## config.mk

```make
export PLATFORM = sky130hd
export DESIGN_NAME = led_pattern_shifter_flat
export DESIGN_NICKNAME = d
export VERILOG_FILES = /design/src/rtl/led_pattern_shifter_if.sv /design/src/rtl/led_pattern_shifter.sv /design/src/flat_wrapper.sv
export SDC_FILE = /design/constraint.sdc
export NUM_CORES = 1
export LEC_CHECK = 0
export CORE_MARGIN = 8
export CORE_UTILIZATION = 54
export CTS_CLUSTER_DIAMETER = 120
export DETAILED_ROUTE_END_ITERATION = 7
export PLACE_DENSITY_LB_ADDON = 0.2
export SYNTH_ARGS = -nofsm -noshare
export SYNTH_HDL_FRONTEND = slang
export SYNTH_SLANG_ARGS = --single-unit
export TNS_END_PERCENT = 100
```

## constraint.sdc

```tcl
create_clock -name clk_in -period 2.8 [get_ports clk_in]
set_input_delay 0.28 -clock clk_in [delete_from_list [all_inputs] [get_ports clk_in]]
set_output_delay 0.28 -clock clk_in [all_outputs]
set_load 0.005 [all_outputs]
```

## src/rtl/led_pattern_shifter_if.sv

```systemverilog
// LED pattern shifter signal bundle: step strobe and switches in, LEDs and wrap pulse out.
// The master side drives tick/sw (divider and board switches); the slave side is the shifter.
interface led_pattern_shifter_if #(
    parameter int unsigned LED_W = 8
);
    logic             tick;
    logic [3:0]       sw;
    logic [LED_W-1:0] led;
    logic             wrap;

    modport master (
        output tick,
        output sw,
        input  led,
        input  wrap
    );

    modport slave (
        input  tick,
        input  sw,
        output led,
        output wrap
    );
endinterface

```

## src/rtl/led_pattern_shifter.sv

```systemverilog
// Tick-driven LED pattern engine.
// Advances an LED pattern once per clk_in cycle in which tick is high. sw[3:2] selects
// hold / rotate-left / rotate-right / ping-pong, sw[1] inverts the displayed LEDs and
// sw[0] is ignored. A change of mode reloads INIT_PAT and wins over a coincident tick.
// Optional build macro LED_PATTERN_SW_SYNC_EN: when defined, sw[3:1] pass through a
// two-flop synchronizer before use; when undefined they are used directly.
module led_pattern_shifter #(
    parameter int unsigned     LED_W    = 8,
    parameter logic [LED_W-1:0] INIT_PAT = {{(LED_W-1){1'b0}}, 1'b1}
) (
    input logic                    clk_in,
    input logic                    rst_n,
    led_pattern_shifter_if.slave   ctl
);

    localparam logic [1:0] ModeHold = 2'b00;
    localparam logic [1:0] ModeRotL = 2'b01;
    localparam logic [1:0] ModeRotR = 2'b10;
    localparam logic [1:0] ModePing = 2'b11;

    // Ping-pong travel direction; also preset on every mode change.
    typedef enum logic {
        DirL,
        DirR
    } dir_e;

    logic [LED_W-1:0] pat_q, pat_d;
    dir_e             dir_q, dir_d;
    logic [1:0]       mode_q, mode_d;
    logic             inv_q;
    logic             wrap_q, wrap_d;

    logic [1:0]       mode_cur;
    logic             inv_cur;
    logic             mode_chg;

    // sw[0] is reserved; tie it off so it is visibly unused.
    logic unused_sw0;
    assign unused_sw0 = ctl.sw[0];

`ifdef LED_PATTERN_SW_SYNC_EN
    logic [2:0] sw_meta_q;
    logic [2:0] sw_sync_q;

    // Two-flop synchronizer for the mode and invert switches.
    always_ff @(posedge clk_in) begin
        if (!rst_n) begin
            sw_meta_q <= 3'b000;
            sw_sync_q <= 3'b000;
        end else begin
            sw_meta_q <= ctl.sw[3:1];
            sw_sync_q <= sw_meta_q;
        end
    end

    assign mode_cur = sw_sync_q[2:1];
    assign inv_cur  = sw_sync_q[0];
`else
    assign mode_cur = ctl.sw[3:2];
    assign inv_cur  = ctl.sw[1];
`endif

    assign mode_chg = (mode_cur != mode_q);

    // Next-state: mode reload has priority over stepping; wrap defaults low.
    always_comb begin
        pat_d  = pat_q;
        dir_d  = dir_q;
        mode_d = mode_q;
        wrap_d = 1'b0;

        if (mode_chg) begin
            mode_d = mode_cur;
            pat_d  = INIT_PAT;
            dir_d  = (mode_cur == ModeRotR) ? DirR : DirL;
        end else if (ctl.tick) begin
            unique case (mode_q)
                ModeHold: begin
                    pat_d = pat_q;
                end
                ModeRotL: begin
                    pat_d  = {pat_q[LED_W-2:0], pat_q[LED_W-1]};
                    wrap_d = pat_q[LED_W-1];
                end
                ModeRotR: begin
                    pat_d  = {pat_q[0], pat_q[LED_W-1:1]};
                    wrap_d = pat_q[0];
                end
                ModePing: begin
                    unique case (dir_q)
                        DirL: begin
                            // Bounce off the MSB end: reverse and step back in one tick.
                            if (pat_q[LED_W-1]) begin
                                dir_d  = DirR;
                                pat_d  = pat_q >> 1;
                                wrap_d = 1'b1;
                            end else begin
                                pat_d = pat_q << 1;
                            end
                        end
                        DirR: begin
                            if (pat_q[0]) begin
                                dir_d  = DirL;
                                pat_d  = pat_q << 1;
                                wrap_d = 1'b1;
                            end else begin
                                pat_d = pat_q >> 1;
                            end
                        end
                        default: begin
                            dir_d = DirL;
                        end
                    endcase
                end
                default: begin
                    pat_d = pat_q;
                end
            endcase
        end
    end

    // State registers with synchronous active-low reset.
    always_ff @(posedge clk_in) begin
        if (!rst_n) begin
            pat_q  <= INIT_PAT;
            dir_q  <= DirL;
            mode_q <= ModeHold;
            inv_q  <= 1'b0;
            wrap_q <= 1'b0;
        end else begin
            pat_q  <= pat_d;
            dir_q  <= dir_d;
            mode_q <= mode_d;
            inv_q  <= inv_cur;
            wrap_q <= wrap_d;
        end
    end

    // Inversion only affects what is displayed, never the pattern state.
    assign ctl.led  = pat_q ^ {LED_W{inv_q}};
    assign ctl.wrap = wrap_q;

endmodule

```

## src/flat_wrapper.sv

```systemverilog
// flat-port wrapper written by rule: the top's interface ports become plain ports
module led_pattern_shifter_flat 
#(
    parameter int unsigned     LED_W    = 8,
    parameter logic [LED_W-1:0] INIT_PAT = {{(LED_W-1){1'b0}}, 1'b1}
)
  (clk_in, rst_n, ctl_tick, ctl_sw, ctl_led, ctl_wrap);
  led_pattern_shifter_if #(.LED_W(LED_W)) ctl_i ();
  input logic clk_in;
  input logic rst_n;
  input wire logic [$bits(ctl_i.tick)-1:0] ctl_tick;
  input wire logic [$bits(ctl_i.sw)-1:0] ctl_sw;
  output wire logic [$bits(ctl_i.led)-1:0] ctl_led;
  output wire logic [$bits(ctl_i.wrap)-1:0] ctl_wrap;
  assign ctl_i.tick = ctl_tick;
  assign ctl_i.sw = ctl_sw;
  assign ctl_led = ctl_i.led;
  assign ctl_wrap = ctl_i.wrap;
  led_pattern_shifter #(.LED_W(LED_W), .INIT_PAT(INIT_PAT)) u_core (.clk_in(clk_in), .rst_n(rst_n), .ctl(ctl_i));
endmodule
```

==> results.tsv, run 1 <==
stage	metric	value	unit
sta	fin_skew	0.003448	ns
sta	finalMaxSlewViolations	0	
clock_network	clkLatencyLatePin	0.28	ns
yosys	post_synth_mux_area_share	0	%
floorplan	pin_count	16	
cells_and_area	final_common_cell	sky130_fd_sc_hd__clkdlybuf4s50_1	
floorplan	horizontal_extent_of_the_die	56.02	µm
pwr	switching_power	0.1121	mW
clock_network	cts-buffers-inserted	3	
floorplan	die_y	56.02	µm
yosys	yosys.cell_types.count	38	
sta	report.final.hold_viol_count	0	
clock_network	cts_hold_buf	0	
critical_path	critical_path_peak_fanout	8	
critical_path	crit_family	flip-flops	
cells_and_area	antenna_cells_inserted	0	
yosys	post_synth_and_or_nand_nor_area_fraction	15.48	%
critical_path	timing.setup.critical_path_class	register to primary output	
pwr	total_design_power	0.4038	mW
yosys	postSynthCellCount	105	
pwr	power_density	407.4	nW/µm²
cells_and_area	layout_common_cells	sky130_fd_sc_hd__clkdlybuf4s50_1 (14), sky130_fd_sc_hd__dfxtp_1 (13), sky130_fd_sc_hd__o21ai_0 (10)	
place	number_of_i_o_port_buffers	14	
critical_path	worst_path_largest_cell_delay	0.58	ns
cells_and_area	nNetsFinal	122	
sta	final-setup-viol-count	0	
critical_path	crit_buf_inv	1	
clock_network	cts_tree	done	
critical_path	timing.critical_path.arrival	1.57	ns
critical_path	crit_required	2.52	ns
sta	period_share	65.93	%
routing	postRouteAntennaNets	0	
place	place_congestion	0.8901	
clock_network	post-cts-setup-buffer-count	0	
grt	grt_pass1_vias	729	
pwr	seq_power_share	51.2	%
yosys	synth_compound_gate_area_share	33.43	%
critical_path	slowest_stage	sky130_fd_sc_hd__dfxtp_1	
floorplan	floorplan.rows	14	
outcome	outcome	complete, no violations	
routing	via_density_per_instance	6.100	
floorplan	initial_utilization	57.39	%
sta	worst_slew_pin_slew	0.5879	ns
yosys	synthXorXnorAreaFrac	10.13	%
critical_path	crit_path_start_kind	register	
pwr	static-leakage-power	0.3900	nW
routing	detailedRoute.firstIterationViolations	30	
yosys	ys.flop_type	sky130_fd_sc_hd__dfxtp_1	
clock_network	cts-root-buf	sky130_fd_sc_hd__clkbuf_4	
sta	grt_setup_unrepaired	false	
grt	grt_pass1_wl	3201	µm
hold_path	hp-class	register to register	
cells_and_area	layout-drive-gt1-share	8.772	%
critical_path	critical_path.cell_chain	xor2_1 > clkdlybuf4s50_1	
sta	maxClockFrequency	541.7	MHz
critical_path	setup.worst_path.end_class	primary output	
yosys	synth_area_per_cell	8.234	µm²
cells_and_area	area_growth	14.62	%
grt	grt_start_max_net_pins	20	
clock_network	clock_tree.buffer_depth	2	
routing	wirelength	1849	µm
routing	vias	793	
critical_path	ff2ff_setup_slack	1.07	ns
clock_network	clock-sinks	13	
yosys	synth.cell_area	864.6	µm²
grt	global_route.usage.total	12.11	%
grt	initial_antenna_violation_count	0	
yosys	edff_count_synth	0	
yosys	mappedNetlistNets	112	
sta	slew_headroom	60.75	%
pwr	proportion_of_power_drawn_by_the_clock_network	28.4	%
sta	tns	0	ns
place	dpl_worst_slack	0.9026	ns
sta	final.hold.worst_slack	0.5248	ns
sta	worst_slack	0.9539	ns
sta	timing.final.crit_period	1.846	ns
routing	routed_wire_length_per_instance	14.22	µm
routing	drc	0	
floorplan	dieArea	3138	µm²
yosys	ys_seq_elements	13	
pwr	share_comb_of_total_power	20.4	%
routing	drtPass1Iterations	4	
pwr	ir_drop	0.0002622	V
run	max_cap_violations	0	
yosys	synth_area_in_adders	0	%
pwr	power_report.internal_total	0.2917	mW
yosys	synth_top_family_by_area	compound AO/OA/AOI/OAI gates	
pwr	switching_share	27.76	%
clock_network	cts_resized	0	
floorplan	core-area	1506	µm²
clock_network	h-tree-depth	1	
place	hpwl	1402	µm
grt	globalRoute.totalOverflow	0	
clock_network	clock_pin_transition_on_the_worst_setup_and_hold_timing_paths	0.08	ns
yosys	ys_async_sr_fraction	0	%
yosys	portion_of_the_post_synthesis_area_used_by_sequential_elements	30.10	%
yosys	yosysWarningCount	0	
==> power groups by stage <==
stage / clock network, mW / logic, mW / registers, mW
3_3_place_gp: 0 / 0.0810 / 0.211
4_1_cts: 0.122 / 0.0828 / 0.207
3_5_place_dp: 0 / 0.0825 / 0.211
2_1_floorplan: 0 / 0.0647 / 0.198
5_1_grt: 0.129 / 0.0910 / 0.209
6_report: 0.115 / 0.0824 / 0.207
==> path summary, 6_finish.rpt <==
kind,startpoint,end,depth (start not counted)
max,u_core.inv_q,ctl_led[3],2
min,u_core.pat_q[6],u_core.pat_q[5],2
max reg2reg,u_core.mode_q[0],u_core.pat_q[3],4
min reg2reg,u_core.pat_q[6],u_core.pat_q[5],2
==> routing by layer <==
metal,routed length [µm],share of wire [%],GRT usage [%]
met5,0,0,0
met4,55,3.0,7.216
met3,98,5.3,3.881
met2,870,47,19.18
met1,824,45,13.72
==> synth_stat cells, types with 2 or more instances <==
library cell               count  share of area [%]
sky130_fd_sc_hd__dfxtp_1      13                 30
sky130_fd_sc_hd__o21ai_0      10                5.8
sky130_fd_sc_hd__inv_1         9                3.9
sky130_fd_sc_hd__xor2_1        8                8.1
sky130_fd_sc_hd__a211oi_1      6                5.2
sky130_fd_sc_hd__a31oi_1       6                4.3
sky130_fd_sc_hd__nor2_1        5                2.2
sky130_fd_sc_hd__a21oi_1       4                2.3
sky130_fd_sc_hd__and2_1        3                2.2
sky130_fd_sc_hd__buf_2         3                1.7
sky130_fd_sc_hd__o22ai_1       3                2.2
sky130_fd_sc_hd__buf_4         2                1.7
sky130_fd_sc_hd__buf_6         2                2.6
sky130_fd_sc_hd__nand2b_1      2                1.4
sky130_fd_sc_hd__nand3_1       2                1.2
sky130_fd_sc_hd__nor3_1        2                1.2
sky130_fd_sc_hd__o21ai_1       2                1.2
sky130_fd_sc_hd__o32ai_1       2                2.0
sky130_fd_sc_hd__xnor2_1       2                2.0
==> flip-flops by register name, indices dropped and copies added (netlist names) <==
register,count
u_core.pat_q,8
u_core.mode_q,2
u_core.inv_q,1
u_core.ctl.wrap,1
u_core.dir_q,1
==> metrics by stage <==
| step | instances | utilization, % | area (µm²) |
|---|---|---|---|
| after CTS | 130 | 65.78 | 991.0 |
| after global routing | 130 | 65.78 | 991.0 |
| final | 130 | 65.78 | 991.0 |
| after detailed placement | 126 | 64.04 | 964.7 |
| after floorplan | 105 | - | 864.6 |
| after global placement | 126 | 64.04 | 964.7 |
==> tightest hold or removal path, cell delays in order (launching register included) <==
cell and delay (ns):
sky130_fd_sc_hd__dfxtp_1 0.36, sky130_fd_sc_hd__inv_1 0.07, sky130_fd_sc_hd__a211oi_1 0.05
==> area by class of cell <==
class	instances	area, µm²
Fill cell	140	515.5
Multi-Input combinational cell	74	510.5
Sequential cell	13	260.3
Timing Repair Buffer	14	140.1
Inverter	9	33.78
Clock buffer	4	26.28
Tap cell	16	20.02
==> kinds of logic (layout without fill, tap and decap cells) <==
kind of cell	count (synthesis)	count (layout)
AO/OA/AOI/OAI	42	42
XOR/XNOR	10	10
buffers and inverters	18	27
flip-flops	13	13
AND/OR/NAND/NOR	22	22
No activity file was read; power rests on OpenSTA's default activity.
==> inputs of run 2 (changes only) <==
--- a/config.mk
+++ b/config.mk
@@ -6,7 +6,7 @@
 export NUM_CORES = 1
 export LEC_CHECK = 0
 export CORE_MARGIN = 8
-export CORE_UTILIZATION = 54
+export CORE_UTILIZATION = 50
 export CTS_CLUSTER_DIAMETER = 120
 export DETAILED_ROUTE_END_ITERATION = 7
 export PLACE_DENSITY_LB_ADDON = 0.2
==> constraint.sdc (replaced) <==
create_clock -name clk_in -period 1.9 [get_ports clk_in]
set_input_delay 0.19 -clock clk_in [delete_from_list [all_inputs] [get_ports clk_in]]
set_output_delay 0.19 -clock clk_in [all_outputs]
set_load 0.005 [all_outputs]
==> results.tsv, run 2 (synthesis results as in run 1) <==
stage	metric	value	unit
outcome	outcome	complete, no violations	
routing	vias	827	
cells_and_area	final_design_area_no_fill	1037	µm²
cells_and_area	final.fill_count	156	
routing	postRouteAntennaNets	0	
hold_path	hold_start	ctl_sw[1]	
grt	grt_pass1_vias	733	
critical_path	slowest_stage	sky130_fd_sc_hd__dfxtp_1	
routing	wirelength	2045	µm
routing	via_density_per_instance	6.036	
routing	drtPass1Iterations	5	
cells_and_area	area_growth	19.97	%
place	place_congestion	0.8861	
routing	routed_wire_length_per_instance	14.93	µm
clock_network	h-tree-depth	1	
cells_and_area	finalCoreUtilization	62.10	%
sta	final.hold.worst_slack	0.4875	ns
critical_path	ff2ff_setup_slack	0.39	ns
grt	initial_antenna_violation_count	0	
pwr	seq_power_share	49.0	%
critical_path	worst_setup_path_startpoint	u_core.inv_q	
cells_and_area	nNetsFinal	128	
critical_path	setup.worst_path.end_class	primary output	
cells_and_area	layout_top_registers	u_core.pat_q: 8 flops, u_core.mode_q: 2 flops	
hold_path	hold_path_end	u_core.inv_q	
critical_path	worst_path_largest_cell_delay	0.58	ns
place	number_of_i_o_port_buffers	14	
clock_network	cts_hold_buf	0	
floorplan	die_y	57.59	µm
clock_network	cts_resized	0	
routing	drc	0	
floorplan	dieArea	3316	µm²
floorplan	initial_utilization	51.76	%
routing	detailedRoute.firstIterationViolations	23	
hold_path	hp-class	primary input to register	
cells_and_area	final_common_cell	sky130_fd_sc_hd__clkdlybuf4s50_1	
pwr	ir_drop	0.0003143	V
sta	grt_setup_unrepaired	false	
grt	grt_start_max_net_pins	12	
clock_network	clock_tree.buffer_depth	2	
cells_and_area	largest-register	u_core.pat_q	
sta	fin_skew	0.003691	ns
critical_path	timing.setup.critical_path_class	register to primary output	
pwr	share_comb_of_total_power	22.2	%
place	post_dp_cell_area	1011	µm²
critical_path	crit_path_start_kind	register	
floorplan	core-area	1670	µm²
cells_and_area	flip_flop_count_of_the_largest_register_after_layout	8	
clock_network	post-cts-setup-buffer-count	0	
place	hpwl	1606	µm
clock_network	clock-sinks	13	
critical_path	critical_path.reg2reg.endpoint	u_core.pat_q[4]	
critical_path	crit_family	flip-flops	
pwr	switching_power	0.1758	mW
critical_path	r2r-start	u_core.dir_q	
clock_network	cts_tree	done	
critical_path	critical_path_peak_fanout	8	
floorplan	horizontal_extent_of_the_die	57.59	µm
sta	finalMaxSlewViolations	0	
clock_network	clock_pin_transition_on_the_worst_setup_and_hold_timing_paths	0.08	ns
critical_path	crit_required	1.71	ns
sta	period_share	92.15	%
sta	tns	0	ns
floorplan	pin_count	16	
critical_path	cell_count_of_the_worst_reg_to_reg_path	4	
cells_and_area	layout-drive-gt1-share	13.33	%
critical_path	critical_path.cell_chain	xor2_1 > clkdlybuf4s50_1	
sta	slew_headroom	72.63	%
sta	report.final.hold_viol_count	0	
clock_network	cts-root-buf	sky130_fd_sc_hd__clkbuf_4	
place	placed_cells_incl_taps	133	
critical_path	timing.critical_path.arrival	1.56	ns
clock_network	cts-buffers-inserted	3	
sta	timing.final.crit_period	1.751	ns
clock_network	clkLatencyLatePin	0.28	ns
grt	globalRoute.totalOverflow	0	
sta	maxClockFrequency	571.2	MHz
cells_and_area	antenna_cells_inserted	0	
grt	grt_pass1_wl	3387	µm
hold_path	hold_depth	2	
pwr	static-leakage-power	0.4194	nW
pwr	proportion_of_power_drawn_by_the_clock_network	28.7	%
cells_and_area	layout_common_cells	sky130_fd_sc_hd__clkdlybuf4s50_1 (14), sky130_fd_sc_hd__dfxtp_1 (13), sky130_fd_sc_hd__o21ai_0 (10)	
pwr	power_report.internal_total	0.4378	mW
sta	worst_slew_pin_slew	0.4100	ns
sta	final-setup-viol-count	0	
critical_path	crit_buf_inv	1	
grt	global_route.usage.total	12.59	%
pwr	total_design_power	0.6136	mW
sta	worst_slack	0.1492	ns
cells_and_area	filler_free_cell_count_of_the_finished_design	137	
place	dpl_worst_slack	0.2584	ns
pwr	switching_share	28.65	%
run	max_cap_violations	0	
floorplan	floorplan.rows	15	
pwr	power_density	591.6	nW/µm²
==> run 2: cell count changes in the layout (fill, tap and decap cells not counted), sizes merged <==
cell,change
buf,+6
==> run 2: worst max-delay path by stage <==
| stage | slack [ns] | cells after the start | end |
|---|---|---|---|
| 3_3_place_gp | 0.28 | 5 | u_core.pat_q[0] |
| 5_1_grt | 0.05 | 2 | ctl_led[7] |
| 3_5_place_dp | 0.26 | 5 | u_core.pat_q[0] |
| 2_1_floorplan | 0.62 | 5 | u_core.pat_q[0] |
| 4_1_cts | 0.12 | 2 | ctl_led[7] |
| 6_report | 0.15 | 2 | ctl_led[7] |
==> run 2: power groups by stage <==
| stage | Sequential, mW | Clock (mW) | Combinational, mW |
|---|---|---|---|
| 6_report | 0.301 | 0.176 | 0.137 |
| 3_5_place_dp | 0.307 | 0 | 0.137 |
| 5_1_grt | 0.303 | 0.189 | 0.151 |
| 2_1_floorplan | 0.292 | 0 | 0.0954 |
| 4_1_cts | 0.301 | 0.179 | 0.137 |
| 3_3_place_gp | 0.307 | 0 | 0.134 |
==> run 2: final cells by class <==
class                      instances  area [µm²]  share of cell area (%)
multi-input combinational         74       510.5                   49.22
clock buffer                       4       26.28                   2.533
sequential                        13       260.3                   25.09
inverter                           9       33.78                   3.257
tap                               17       21.27                   2.051
timing repair buffer              20       185.2                   17.85
==> run 2: routing by layer <==
metal / part of all wire (%) / up-vias / GRT usage (%)
met5: 0 / - / 0
met4: 1.4 / 0 / 5.357
met3: 6.3 / 7 / 3.363
met2: 49 / 34 / 21.22
met1: 43 / 376 / 14.47
li1: - / 410 / -
